File: config.mk
export PLATFORM = sky130hd
export DESIGN_NAME = ula_issue_stage
export DESIGN_NICKNAME = d
export VERILOG_FILES = /design/src/rtl/nrisc_pkg.sv /design/src/rtl/nrisc_regfile.sv /design/src/rtl/ula_issue_stage.sv
export SDC_FILE = /design/constraint.sdc
export NUM_CORES = 1
export LEC_CHECK = 0
export CELL_PAD_IN_SITES_DETAIL_PLACEMENT = 1
export CELL_PAD_IN_SITES_GLOBAL_PLACEMENT = 1
export CORE_ASPECT_RATIO = 0.8
export CORE_MARGIN = 1
export CORE_UTILIZATION = 39
export CTS_BUF_LIST = sky130_fd_sc_hd__clkbuf_16
export DETAILED_ROUTE_END_ITERATION = 16
export GPL_TIMING_DRIVEN = 0
export HOLD_SLACK_MARGIN = 0.05
export PLACE_DENSITY = 0.88
export SYNTH_ARGS = -nofsm -noshare
export SYNTH_HDL_FRONTEND = slang
export SYNTH_SLANG_ARGS = --single-unit
export TNS_END_PERCENT = 30
File: constraint.sdc
create_clock -name c -period 1.77 [get_ports c]
set_input_delay 0.354 -clock c [delete_from_list [all_inputs] [get_ports c]]
set_output_delay 0.354 -clock c [all_outputs]
set_load 0.02 [all_outputs]
File: src/rtl/nrisc_pkg.sv
// Shared opcodes, instruction field positions and register-file geometry
// for the ULA issue stage.
package nrisc_pkg;

  localparam logic [1:0] OP_ADD = 2'b00;
  localparam logic [1:0] OP_SUB = 2'b01;
  localparam logic [1:0] OP_2   = 2'b10;
  localparam logic [1:0] OP_AND = 2'b11;

  localparam int NREGS = 4;

  localparam int OP_MSB      = 15;
  localparam int OP_LSB      = 14;
  localparam int IMM_SEL_BIT = 13;
  localparam int RD_MSB      = 12;
  localparam int RD_LSB      = 11;
  localparam int RS1_MSB     = 10;
  localparam int RS1_LSB     = 9;
  localparam int RS2_MSB     = 8;
  localparam int RS2_LSB     = 7;
  localparam int IMM_MSB     = 6;
  localparam int IMM_LSB     = 0;

  function automatic logic [NREGS-1:0] onehot(input logic [1:0] idx);
    onehot = 4'b0001 << idx;
  endfunction

endpackage

File: src/rtl/nrisc_regfile.sv
// 4-entry register file: two combinational read ports that see a same-cycle
// write-back, one synchronous write port.
module nrisc_regfile
  import nrisc_pkg::*;
#(
  parameter int          WIDTH    = 8,
  parameter int unsigned REG_INIT = 0
) (
  input  logic             c,
  input  logic             rst_n,
  input  logic [1:0]       i_ra1,
  input  logic [1:0]       i_ra2,
  output logic [WIDTH-1:0] o_rd1,
  output logic [WIDTH-1:0] o_rd2,
  input  logic             i_we,
  input  logic [1:0]       i_wa,
  input  logic [WIDTH-1:0] i_wd
);

  localparam logic [WIDTH-1:0] INIT_VAL = WIDTH'(REG_INIT);

  logic [WIDTH-1:0] r_mem [NREGS];

  // Register storage with write-back port
  always_ff @(posedge c or negedge rst_n) begin
    if (!rst_n) begin
      for (int i = 0; i < NREGS; i++) begin
        r_mem[i] <= INIT_VAL;
      end
    end else if (i_we) begin
      r_mem[i_wa] <= i_wd;
    end
  end

  assign o_rd1 = (i_we && (i_wa == i_ra1)) ? i_wd : r_mem[i_ra1];
  assign o_rd2 = (i_we && (i_wa == i_ra2)) ? i_wd : r_mem[i_ra2];

endmodule

File: src/rtl/ula_issue_stage.sv
// Decode/issue stage feeding the ULA: register read with write-back bypass,
// busy scoreboard for RAW/WAW hazards, and a single registered issue slot.
module ula_issue_stage
  import nrisc_pkg::*;
#(
  parameter int          WIDTH    = 8,
  parameter int unsigned REG_INIT = 0
) (
  input  logic             c,
  input  logic             rst_n,
  input  logic             in_valid,
  output logic             in_ready,
  input  logic [15:0]      in_instr,
  output logic             out_valid,
  input  logic             out_ready,
  output logic [WIDTH-1:0] a,
  output logic [WIDTH-1:0] b,
  output logic [1:0]       ULAOp,
  output logic [1:0]       out_dest,
  input  logic             wb_valid,
  input  logic [1:0]       wb_dest,
  input  logic [WIDTH-1:0] wb_data,
  output logic [NREGS-1:0] busy,
  output logic             wb_unexp
);

  logic [1:0]       w_op;
  logic             w_imm_sel;
  logic [1:0]       w_rd;
  logic [1:0]       w_rs1;
  logic [1:0]       w_rs2;
  logic [6:0]       w_imm;
  logic [WIDTH-1:0] w_rd1;
  logic [WIDTH-1:0] w_rd2;
  logic [WIDTH-1:0] w_b_sel;
  logic [NREGS-1:0] w_eb;
  logic [NREGS-1:0] w_busy_nxt;
  logic             w_hazard;
  logic             w_slot_free;
  logic             w_accept;

  logic             r_out_valid;
  logic [WIDTH-1:0] r_a;
  logic [WIDTH-1:0] r_b;
  logic [1:0]       r_op;
  logic [1:0]       r_dest;
  logic [NREGS-1:0] r_busy;
  logic             r_wb_unexp;

  assign w_op      = in_instr[OP_MSB:OP_LSB];
  assign w_imm_sel = in_instr[IMM_SEL_BIT];
  assign w_rd      = in_instr[RD_MSB:RD_LSB];
  assign w_rs1     = in_instr[RS1_MSB:RS1_LSB];
  assign w_rs2     = in_instr[RS2_MSB:RS2_LSB];
  assign w_imm     = in_instr[IMM_MSB:IMM_LSB];

  nrisc_regfile #(
    .WIDTH    (WIDTH),
    .REG_INIT (REG_INIT)
  ) u_rf (
    .c     (c),
    .rst_n (rst_n),
    .i_ra1 (w_rs1),
    .i_ra2 (w_rs2),
    .o_rd1 (w_rd1),
    .o_rd2 (w_rd2),
    .i_we  (wb_valid),
    .i_wa  (wb_dest),
    .i_wd  (wb_data)
  );

  // A result arriving this cycle already resolves its register via the bypass
  assign w_eb        = r_busy & ~(wb_valid ? onehot(wb_dest) : 4'b0000);
  assign w_hazard    = w_eb[w_rs1] | (~w_imm_sel & w_eb[w_rs2]) | w_eb[w_rd];
  assign w_slot_free = ~r_out_valid | out_ready;
  assign in_ready    = w_slot_free & ~w_hazard;
  assign w_accept    = in_valid & in_ready;
  assign w_b_sel     = w_imm_sel ? {{(WIDTH-7){1'b0}}, w_imm} : w_rd2;

  // Scoreboard update: a new issue's set overrides a same-cycle write-back clear
  always_comb begin
    w_busy_nxt = w_eb;
    if (w_accept) begin
      w_busy_nxt = w_eb | onehot(w_rd);
    end else begin
      w_busy_nxt = w_eb;
    end
  end

  // Issue slot, scoreboard and unexpected write-back flag
  always_ff @(posedge c or negedge rst_n) begin
    if (!rst_n) begin
      r_out_valid <= 1'b0;
      r_a         <= '0;
      r_b         <= '0;
      r_op        <= 2'b00;
      r_dest      <= 2'b00;
      r_busy      <= 4'b0000;
      r_wb_unexp  <= 1'b0;
    end else begin
      r_busy     <= w_busy_nxt;
      r_wb_unexp <= wb_valid & ~r_busy[wb_dest];
      if (w_accept) begin
        r_out_valid <= 1'b1;
        r_a         <= w_rd1;
        r_b         <= w_b_sel;
        r_op        <= w_op;
        r_dest      <= w_rd;
      end else if (out_ready) begin
        r_out_valid <= 1'b0;
      end
    end
  end

  assign out_valid = r_out_valid;
  assign a         = r_a;
  assign b         = r_b;
  assign ULAOp     = r_op;
  assign out_dest  = r_dest;
  assign busy      = r_busy;
  assign wb_unexp  = r_wb_unexp;

endmodule

==> results of run 1 <==
power breakdown:
part / switching [mW] / internal (mW) / total [mW]
registers: 0.324 / 1.75 / 2.08
clock network: 0.586 / 0.911 / 1.50
logic: 1.13 / 1.61 / 2.74
area by class of cell:
| class | instances | area, sq um | share of cell area |
|---|---|---|---|
| well taps | 105 | 131.4 | 0.02959 |
| clock inverters | 6 | 26.28 | 0.005917 |
| repair buffers | 80 | 792.0 | 0.1784 |
| clock buffers | 9 | 225.2 | 0.05072 |
| flip-flops and latches | 58 | 1451 | 0.3269 |
| multi-input cells | 138 | 1634 | 0.3680 |
| inverters | 3 | 11.26 | 0.002536 |
| plain buffers | 13 | 168.9 | 0.03804 |
synth_stat cells (all sizes together):
| master | n | area [sq um] |
|---|---|---|
| a21oi | 2 | 10.01 |
| a22o | 1 | 8.760 |
| a31oi | 2 | 27.53 |
| a32o | 3 | 30.03 |
| buf | 11 | 75.07 |
| clkbuf | 2 | 7.510 |
| dfrtp | 58 | 1451 |
| inv | 3 | 11.26 |
| mux2 | 60 | 713.2 |
| mux2i | 8 | 80.08 |
| mux4 | 17 | 382.9 |
| nand2 | 11 | 43.80 |
| nand3 | 4 | 20.02 |
| nand3b | 2 | 15.01 |
| nand4 | 1 | 6.260 |
| nand4b | 2 | 17.52 |
| nor2 | 3 | 11.26 |
| nor2b | 2 | 12.51 |
| nor3 | 1 | 16.27 |
| nor3b | 2 | 15.01 |
| o21ai | 8 | 40.04 |
| o221ai | 1 | 8.760 |
| o22ai | 1 | 6.260 |
| o31a | 1 | 17.52 |
| or2 | 1 | 6.260 |
| or3b | 1 | 11.26 |
| xnor2 | 4 | 35.03 |
sequential cells by signal (all words and copies together) (netlist names):
| signal | cells |
|---|---|
| u_rf.r_mem | 32 |
| a | 8 |
| b | 8 |
| busy | 4 |
| ULAOp | 2 |
| out_dest | 2 |
| out_valid | 1 |
| wb_unexp | 1 |
path summary, 6_finish.rpt:
check	endpoint	slack, ns	cells past startpoint
worst max-delay path	b[3]$_DFFE_PN0P_	-0.21	10
worst min-delay path	b[5]$_DFFE_PN0P_	0.04	1
worst max register to register	b[3]$_DFFE_PN0P_	-0.17	8
worst min register to register	ULAOp[0]$_DFFE_PN0P_	0.51	1
max in group asynchronous	u_rf.r_mem[20]$_DFFE_PN0P_	1.11	2
min in group c	wb_unexp$_DFF_PN0_	0.31	2
metal layers:
metal  global-route usage  vias up  wire length (um)
met3              0.06468       19               537
met4               0.1116        0               259
met2               0.4211       85              4987
met5                    0        -                 0
li1                     -      985                 -
met1               0.2851     1194              3875
logic make-up after synthesis:
family / after synthesis / synth area share
mux: 85 / 0.3818
xor+xnor: 4 / 0.01137
buf+inv: 16 / 0.03046
compound gates: 19 / 0.04834
flops: 58 / 0.4712
simple gates: 30 / 0.05687
repair_timing:
item | 4_1_cts | 5_1_grt
resized for setup | 48 | 18
pin swaps | 10 | 7
setup endpoints to repair | 27 | 35
hold buffers | 0 | 0
cloned | 1 | 1
buffers inserted | 17 | 6
metrics by stage:
step                      cell area, sq um  TNS, ns  std cells
after global placement                3776  -114.14        371
final                                 4441   -4.311        412
after floorplan                       3104   -6.439        212
after global routing                  4441   -5.695        412
after CTS                             4305   -2.556        405
after detailed placement              3791   -29.65        372
==> flow_metrics.env, run 1 <==
export IMPL_hold_viol=0
export IMPL_vdd_drop_max_uv=959.9
export IMPL_clockBufferDepth=2
export IMPL_final_common_cell="dfrtp_1"
export IMPL_required_ns=1.97
export IMPL_vias=2283
export IMPL_rr_startpoint="busy[1]$_DFF_PN0_"
export IMPL_path_buf_inv=5
export IMPL_violations="negative setup slack"
export IMPL_die_area_sq_um=8260
export IMPL_initial_utilization=0.4090
export IMPL_cp_top_family="simple AND/OR/NAND/NOR gates"
export IMPL_critPathLaunchType="primary input"
export IMPL_grt_ovfl_total=0
export IMPL_syn_area_sq_um=3080
export IMPL_layout_common_cells="dfrtp_1 (58), clkdlybuf4s50_1 (45), mux2_2 (40)"
export IMPL_antennaDiodeCount=0
export IMPL_slew_headroom=0.5129
export IMPL_drive_gt1_frac=0.4691
export IMPL_dieHeight_um=81.49
export IMPL_period_share=1.119
export IMPL_ios=58
export IMPL_dp_hpwl_mm=5.544
export IMPL_report_final_slew_viol_count=0
export IMPL_htreeDepth=3
export IMPL_synth_seq_cells=58
export IMPL_drtIter0Drc=98
export IMPL_via_per_inst=5.541
export IMPL_insertion_delay_ns=0.33
export IMPL_cts_made_buffers=9
export IMPL_seq_area_frac_synth=0.4712
export IMPL_cts_tree="yes"
export IMPL_rsz0062_at_grt="yes"
export IMPL_arrival_ns=2.18
export IMPL_setup_viol=28
export IMPL_std_cell_rows=28
export IMPL_firstDrtPassIters=4
export IMPL_clock_skew_ns=0.009153
export IMPL_fin_util=0.5895
export IMPL_path_cells="buf_12 > or3b_4 > nand2_4 > buf_6 > o221ai_4 > buf_6 > nor3_4 > buf_6 > buf_12 > mux2_4"
export IMPL_power_leakage_nw=1.902
export IMPL_track_usage=0.2429
export IMPL_status="complete, but fails checks"
export IMPL_cp_common_cell="buf_6"
export IMPL_place_ws_ns=-1.272
export IMPL_clockRootBuffer="clkbuf_16"
export IMPL_powerDensity_nw_per_um2=1421
export IMPL_cap_viol_max_count=0
export IMPL_path_clk_slew_ns=0.05
export IMPL_fmax_mhz=505.0
export IMPL_grt_max_degree=34
export IMPL_hold_slack_ns=0.04128
export IMPL_grt_pass1_vias=2505
export IMPL_routabilityCongestion=0.8060
export IMPL_finalCriticalPeriod_ns=1.980
export IMPL_postRouteAntennaNets=0
export IMPL_routed_wirelength_mm=9.659
export IMPL_grt_pass1_wl_mm=14.23
export IMPL_drc=0
export IMPL_startpoint="wb_dest[1]"
export IMPL_portBuffers=54
export IMPL_antenna_found_initial=0
export IMPL_synth_cell_types=34
export IMPL_syn_inst=212
export IMPL_cpPeakStageDelay_ns=0.42
export IMPL_synth_nets=243
export IMPL_p_total_mw=6.312
export IMPL_fin_nets=334
export IMPL_cp_slowest_cell="or3b_4"
export IMPL_clock_sinks=58
export IMPL_fp_dieW_um=101.4
export IMPL_yosysWarnings=0
export IMPL_tightest_slew_ns=0.7275
export IMPL_area_delta_synth_final_pct=44.15
export IMPL_wl_per_cell_um=23.44
export IMPL_synth_area_per_cell_sq_um=14.53
export IMPL_worstSetupEndpointType="flop"
export IMPL_worstSetupPathType="in -> reg"
export IMPL_hold_path_class="in -> async"
export IMPL_setup_ws_ns=-0.2104
export IMPL_fillerInstances=728
export IMPL_coreArea_sq_um=7532
export IMPL_cp_max_fo=7
(Power assumes the default switching activity.)
==> inputs of run 2 (changes only) <==
--- a/config.mk
+++ b/config.mk
@@ -7,14 +7,13 @@
 export LEC_CHECK = 0
 export CELL_PAD_IN_SITES_DETAIL_PLACEMENT = 1
 export CELL_PAD_IN_SITES_GLOBAL_PLACEMENT = 1
-export CORE_ASPECT_RATIO = 0.8
 export CORE_MARGIN = 1
 export CORE_UTILIZATION = 39
 export CTS_BUF_LIST = sky130_fd_sc_hd__clkbuf_16
 export DETAILED_ROUTE_END_ITERATION = 16
 export GPL_TIMING_DRIVEN = 0
 export HOLD_SLACK_MARGIN = 0.05
-export PLACE_DENSITY = 0.88
+export PLACE_DENSITY = 0.83
 export SYNTH_ARGS = -nofsm -noshare
 export SYNTH_HDL_FRONTEND = slang
 export SYNTH_SLANG_ARGS = --single-unit
==> flow_metrics.env, run 2 (synthesized netlist as in run 1, its figures left out) <==
export IMPL_status="complete, but fails checks"
export IMPL_violations="negative setup slack"
export IMPL_required_ns=1.42
export IMPL_startpoint="busy[0]$_DFF_PN0_"
export IMPL_area_delta_synth_final_pct=46.51
export IMPL_power_leakage_nw=1.933
export IMPL_use_met1=0.3152
export IMPL_coreArea_sq_um=7687
export IMPL_period_share=1.073
export IMPL_hold_path_class="in -> async"
export IMPL_clock_sinks=58
export IMPL_clock_skew_ns=0.007394
export IMPL_wl_per_cell_um=23.43
export IMPL_dp_hpwl_mm=5.545
export IMPL_tightest_slew_ns=0.7839
export IMPL_cts_hold_buffers=0
export IMPL_layout_common_cells="dfrtp_1 (55), clkdlybuf4s50_1 (44), mux2_2 (40)"
export IMPL_fmax_mhz=526.3
export IMPL_track_usage=0.2558
export IMPL_routabilityCongestion=0.7402
export IMPL_rsz0062_at_grt="yes"
export IMPL_arrival_ns=1.55
export IMPL_hold_viol=0
export IMPL_setup_ws_ns=-0.1299
export IMPL_rr_startpoint="busy[1]$_DFF_PN0_"
export IMPL_grt_pass1_wl_mm=15.21
export IMPL_use_met2=0.4312
export IMPL_report_final_slew_viol_count=0
export IMPL_antenna_found_initial=0
export IMPL_antennaDiodeCount=0
export IMPL_fin_util=0.5871
export IMPL_setup_viol=21
export IMPL_dieHeight_um=90.88
export IMPL_hold_slack_ns=0.1015
export IMPL_regToRegSetupSlack_ns=-0.05
export IMPL_vdd_drop_max_uv=672.6
export IMPL_cts_made_buffers=9
export IMPL_fp_dieW_um=90.88
export IMPL_std_cell_rows=32
export IMPL_worstSetupEndpointType="output port"
export IMPL_postRouteAntennaNets=0
export IMPL_worstSetupPathType="reg -> out"
export IMPL_final_common_cell="dfrtp_1"
export IMPL_grt_max_degree=34
export IMPL_fin_nets=340
export IMPL_clockRootBuffer="clkbuf_16"
export IMPL_path_clk_slew_ns=0.05
export IMPL_finalCriticalPeriod_ns=1.900
export IMPL_critPathLaunchType="flop"
export IMPL_fillerInstances=762
export IMPL_largest_reg_flops=32
export IMPL_firstDrtPassIters=4
export IMPL_slew_headroom=0.4774
export IMPL_ios=58
export IMPL_insertion_delay_ns=0.33
export IMPL_vias=2291
export IMPL_drtIter0Drc=117
export IMPL_cap_viol_max_count=0
export IMPL_place_area_sq_um=3787
export IMPL_grt_pass1_vias=2555
export IMPL_busiest_layer="met2"
export IMPL_cp_max_fo=2
export IMPL_routed_wirelength_mm=9.748
export IMPL_clockBufferDepth=2
export IMPL_drc=0
export IMPL_drive_gt1_frac=0.5159
export IMPL_grt_ovfl_total=0
export IMPL_top_register="u_rf.r_mem"
export IMPL_initial_utilization=0.4007
export IMPL_postLayoutCellArea_sq_um=4513
export IMPL_htreeDepth=3
export IMPL_portBuffers=54
export IMPL_die_area_sq_um=8258
export IMPL_cts_tree="yes"
export IMPL_grt_util_met3=0.04461
export IMPL_powerDensity_nw_per_um2=1414
export IMPL_via_per_inst=5.507
[run 2: changes by cell type in the layout (fill, tap and decap cells not counted), sizes merged]
cell	delta
clkinv	+1
clkdlybuf4s15	+1
clkdlybuf4s50	-1
inv	+1
buf	+9
clkinvlp	-1
dlygate4sd2	-3
[run 2: cell type report]
cell class	instances	area (sq um)	area share
plain buffers	13	166.4	0.03687
clock buffers	9	225.2	0.04990
clock inverters	7	28.78	0.006376
inverters	3	11.26	0.002495
multi-input cells	138	1649	0.3654
flip-flops and latches	58	1455	0.3224
well taps	102	127.6	0.02828
repair buffers	86	849.6	0.1882
[run 2: worst paths after layout]
check                                       endpoint  cells after the start
worst max-delay path                        in_ready                      5
min in group c                    wb_unexp$_DFF_PN0_                      2
max in group asynchronous          busy[3]$_DFF_PN0_                      2
worst min register to register      a[3]$_DFFE_PN0P_                      1
worst min-delay path            ULAOp[0]$_DFFE_PN0P_                      1
worst max register to register      a[6]$_DFFE_PN0P_                      7
[run 2: worst max-delay path: stages (launching register included)]
cell and delay (ns):
dfrtp_1 0.39, nand2_4 0.07, o31a_4 0.30, a31oi_4 0.22
nor3b_2 0.07, buf_4 0.16
[run 2: power breakdown]
group / internal (mW) / switching (mW) / leakage, nW
logic: 1.63 / 1.14 / 1.11
clock network: 0.914 / 0.609 / 0.134
registers: 1.76 / 0.334 / 0.690
total: 4.30 / 2.08 / 1.93
[run 2: what timing repair did]
item | in CTS | in global routing
pin swaps | 9 | 5
gates cloned | 2 | 0
resized for setup | 62 | 17
endpoints found under the hold margin | 0 | 0
endpoints found under the setup margin | 27 | 28
buffers inserted | 25 | 4
[run 2: metal layers]
metal	wire length, um	vias up	share of wire
li1	-	1001	-
met1	3859	1190	0.40
met2	5031	79	0.52
met3	548	21	0.056
met4	309	0	0.032
met5	0	-	0
[run 2: per-stage QoR]
step,setup TNS (ns),total power [mW],cells,setup WS (ns)
final,-1.113,6.380,416,-0.1299
after global placement,-116.84,4.216,368,-1.526
after floorplan,-6.439,3.361,212,-0.3169
after global routing,-2.212,6.627,416,-0.1613
after detailed placement,-29.91,4.347,369,-1.276
after CTS,-0.8366,6.242,412,-0.1455
==> inputs of run 3 (changes only) <==
--- a/config.mk
+++ b/config.mk
@@ -5,6 +5,7 @@
 export SDC_FILE = /design/constraint.sdc
 export NUM_CORES = 1
 export LEC_CHECK = 0
+export CAP_MARGIN = 15
 export CELL_PAD_IN_SITES_DETAIL_PLACEMENT = 1
 export CELL_PAD_IN_SITES_GLOBAL_PLACEMENT = 1
 export CORE_MARGIN = 1
==> flow_metrics.env, run 3 (synthesized netlist as in run 1, its figures left out) <==
export IMPL_path_clk_slew_ns=0.05
export IMPL_cp_max_fo=5
export IMPL_fmax_mhz=505.2
export IMPL_grt_pass1_vias=2690
export IMPL_setup_ws_ns=-0.2093
export IMPL_rsz0062_at_grt="yes"
export IMPL_worstSetupPathType="in -> reg"
export IMPL_die_area_sq_um=8258
export IMPL_powerDensity_nw_per_um2=1402
export IMPL_routed_wirelength_mm=10.34
export IMPL_grt_max_degree=34
export IMPL_cts_hold_buffers=0
export IMPL_area_delta_synth_final_pct=47.56
export IMPL_vdd_drop_max_uv=766.1
export IMPL_hold_viol=0
export IMPL_initial_utilization=0.4007
export IMPL_firstDrtPassIters=4
export IMPL_portBuffers=54
export IMPL_vias=2354
export IMPL_track_usage=0.2638
export IMPL_cp_common_cell="buf_12"
export IMPL_std_cell_rows=32
export IMPL_antenna_found_initial=1
export IMPL_dp_hpwl_mm=5.497
export IMPL_postRouteAntennaNets=0
export IMPL_htreeDepth=3
export IMPL_slew_headroom=0.4754
export IMPL_fin_util=0.5913
export IMPL_required_ns=1.98
export IMPL_period_share=1.118
export IMPL_grt_pass1_wl_mm=15.74
export IMPL_cpPeakStageDelay_ns=0.30
export IMPL_drc=0
export IMPL_report_final_slew_viol_count=0
export IMPL_top_register="u_rf.r_mem"
export IMPL_fin_nets=344
export IMPL_final_common_cell="dfrtp_1"
export IMPL_clockRootBuffer="clkbuf_16"
export IMPL_cap_viol_max_count=0
export IMPL_tightest_slew_ns=0.7869
export IMPL_cts_made_buffers=9
export IMPL_layout_common_cells="dfrtp_1 (57), clkdlybuf4s50_1 (42), mux2_2 (40)"
export IMPL_coreArea_sq_um=7687
export IMPL_path_buf_inv=7
export IMPL_drtIter0Drc=118
export IMPL_place_area_sq_um=3795
export IMPL_violations="negative setup slack"
export IMPL_hold_slack_ns=0.1051
export IMPL_cp_top_family="buffers and inverters"
export IMPL_worstSetupEndpointType="flop"
export IMPL_ios=58
export IMPL_cts_tree="yes"
export IMPL_postLayoutCellArea_sq_um=4546
export IMPL_via_per_inst=5.591
export IMPL_hold_path_class="in -> async"
export IMPL_clock_skew_ns=0.007601
export IMPL_finalCriticalPeriod_ns=1.979
export IMPL_arrival_ns=2.19
export IMPL_final_cells=421
export IMPL_insertion_delay_ns=0.33
export IMPL_fp_dieW_um=90.88
export IMPL_cp_slowest_cell="mux2_4"
export IMPL_wl_per_cell_um=24.57
export IMPL_routabilityCongestion=0.7402
export IMPL_power_leakage_nw=2.000
export IMPL_critPathLaunchType="primary input"
export IMPL_dp_cells=370
export IMPL_dieHeight_um=90.88
export IMPL_clockBufferDepth=2
export IMPL_status="complete, but fails checks"
export IMPL_drive_gt1_frac=0.5157
export IMPL_path_cells="buf_12 > buf_4 > nand3b_1 > buf_6 > nand2_2 > o221ai_2 > buf_4 > nor3_4 > buf_6 > buf_12 > buf_12 > mux2_4"
export IMPL_grt_ovfl_total=0
export IMPL_setup_viol=26
export IMPL_largest_reg_flops=32
export IMPL_clock_sinks=58
## run 3: cell count changes in the layout (fill, tap and decap cells not counted), moves of 2 or more
cell	previous run	this run
dfrtp_2	3	1
clkdlybuf4s50_1	44	42
dlymetal6s2s_1	0	2
clkinv_1	3	1
buf_12	6	8
buf_4	26	28
dfrtp_1	55	57
## run 3: metrics by stage
| step | setup TNS (ns) | power (mW) | setup WS, ns |
|---|---|---|---|
| after detailed placement | -28.31 | 4.341 | -1.265 |
| after global placement | -116.84 | 4.216 | -1.526 |
| final | -2.965 | 6.373 | -0.2093 |
| after CTS | -1.437 | 6.267 | -0.1333 |
| after floorplan | -6.439 | 3.361 | -0.3169 |
| after global routing | -3.403 | 6.635 | -0.2402 |
## run 3: worst paths after layout
check                           slack [ns]                       to  depth (start not counted)               startpoint
worst max-delay path                 -0.21         a[1]$_DFFE_PN0P_                         12               wb_dest[1]
worst min-delay path                  0.11     ULAOp[0]$_DFFE_PN0P_                          1                    rst_n
worst max register to register       -0.17         a[1]$_DFFE_PN0P_                          8        busy[0]$_DFF_PN0_
worst min register to register        0.51  out_dest[0]$_DFFE_PN0P_                          1  out_dest[0]$_DFFE_PN0P_
max in group asynchronous             1.03        busy[1]$_DFF_PN0_                          2                    rst_n
min in group c                        0.31       wb_unexp$_DFF_PN0_                          2                 wb_valid
## run 3: timing repair
action,4_1_cts,5_1_grt
setup buffers,23,10
setup endpoints to repair,27,32
gates resized for setup,52,31
gates cloned,2,0
pin swaps,9,10
## run 3: final cells by class
| cell class | instances | area, sq um |
|---|---|---|
| fill | 749 | 3142 |
| timing repair buffer | 90 | 868.3 |
| buffer | 13 | 178.9 |
| tap | 102 | 127.6 |
| clock inverter | 7 | 30.03 |
| multi-input combinational | 138 | 1649 |
| sequential | 58 | 1453 |
| antenna | 1 | 2.502 |
| inverter | 3 | 11.26 |
| clock buffer | 9 | 225.2 |
## run 3: metal layers
layer  wire length, um  track usage  up-vias
li1                  -            -     1011
met1              3886       0.2957     1209
met2              5476       0.4571      103
met3               529      0.06145       31
met4               451       0.1548        0
met5                 0            0        -
## run 3: worst register-to-register path, stage by stage, from the launching register on
cell,delay (ns)
dfrtp_1,0.41
nand2_4,0.09
o31a_4,0.34
a31oi_4,0.20
nor3_4,0.09
buf_6,0.14
buf_12,0.13
buf_12,0.13
mux2_4,0.30
## run 3: power breakdown
group          switching (mW)  total [mW]  internal (mW)
clock                   0.602        1.52          0.916
sequential              0.342        2.10           1.76
combinational            1.15        2.76           1.61
total                    2.10        6.37           4.28
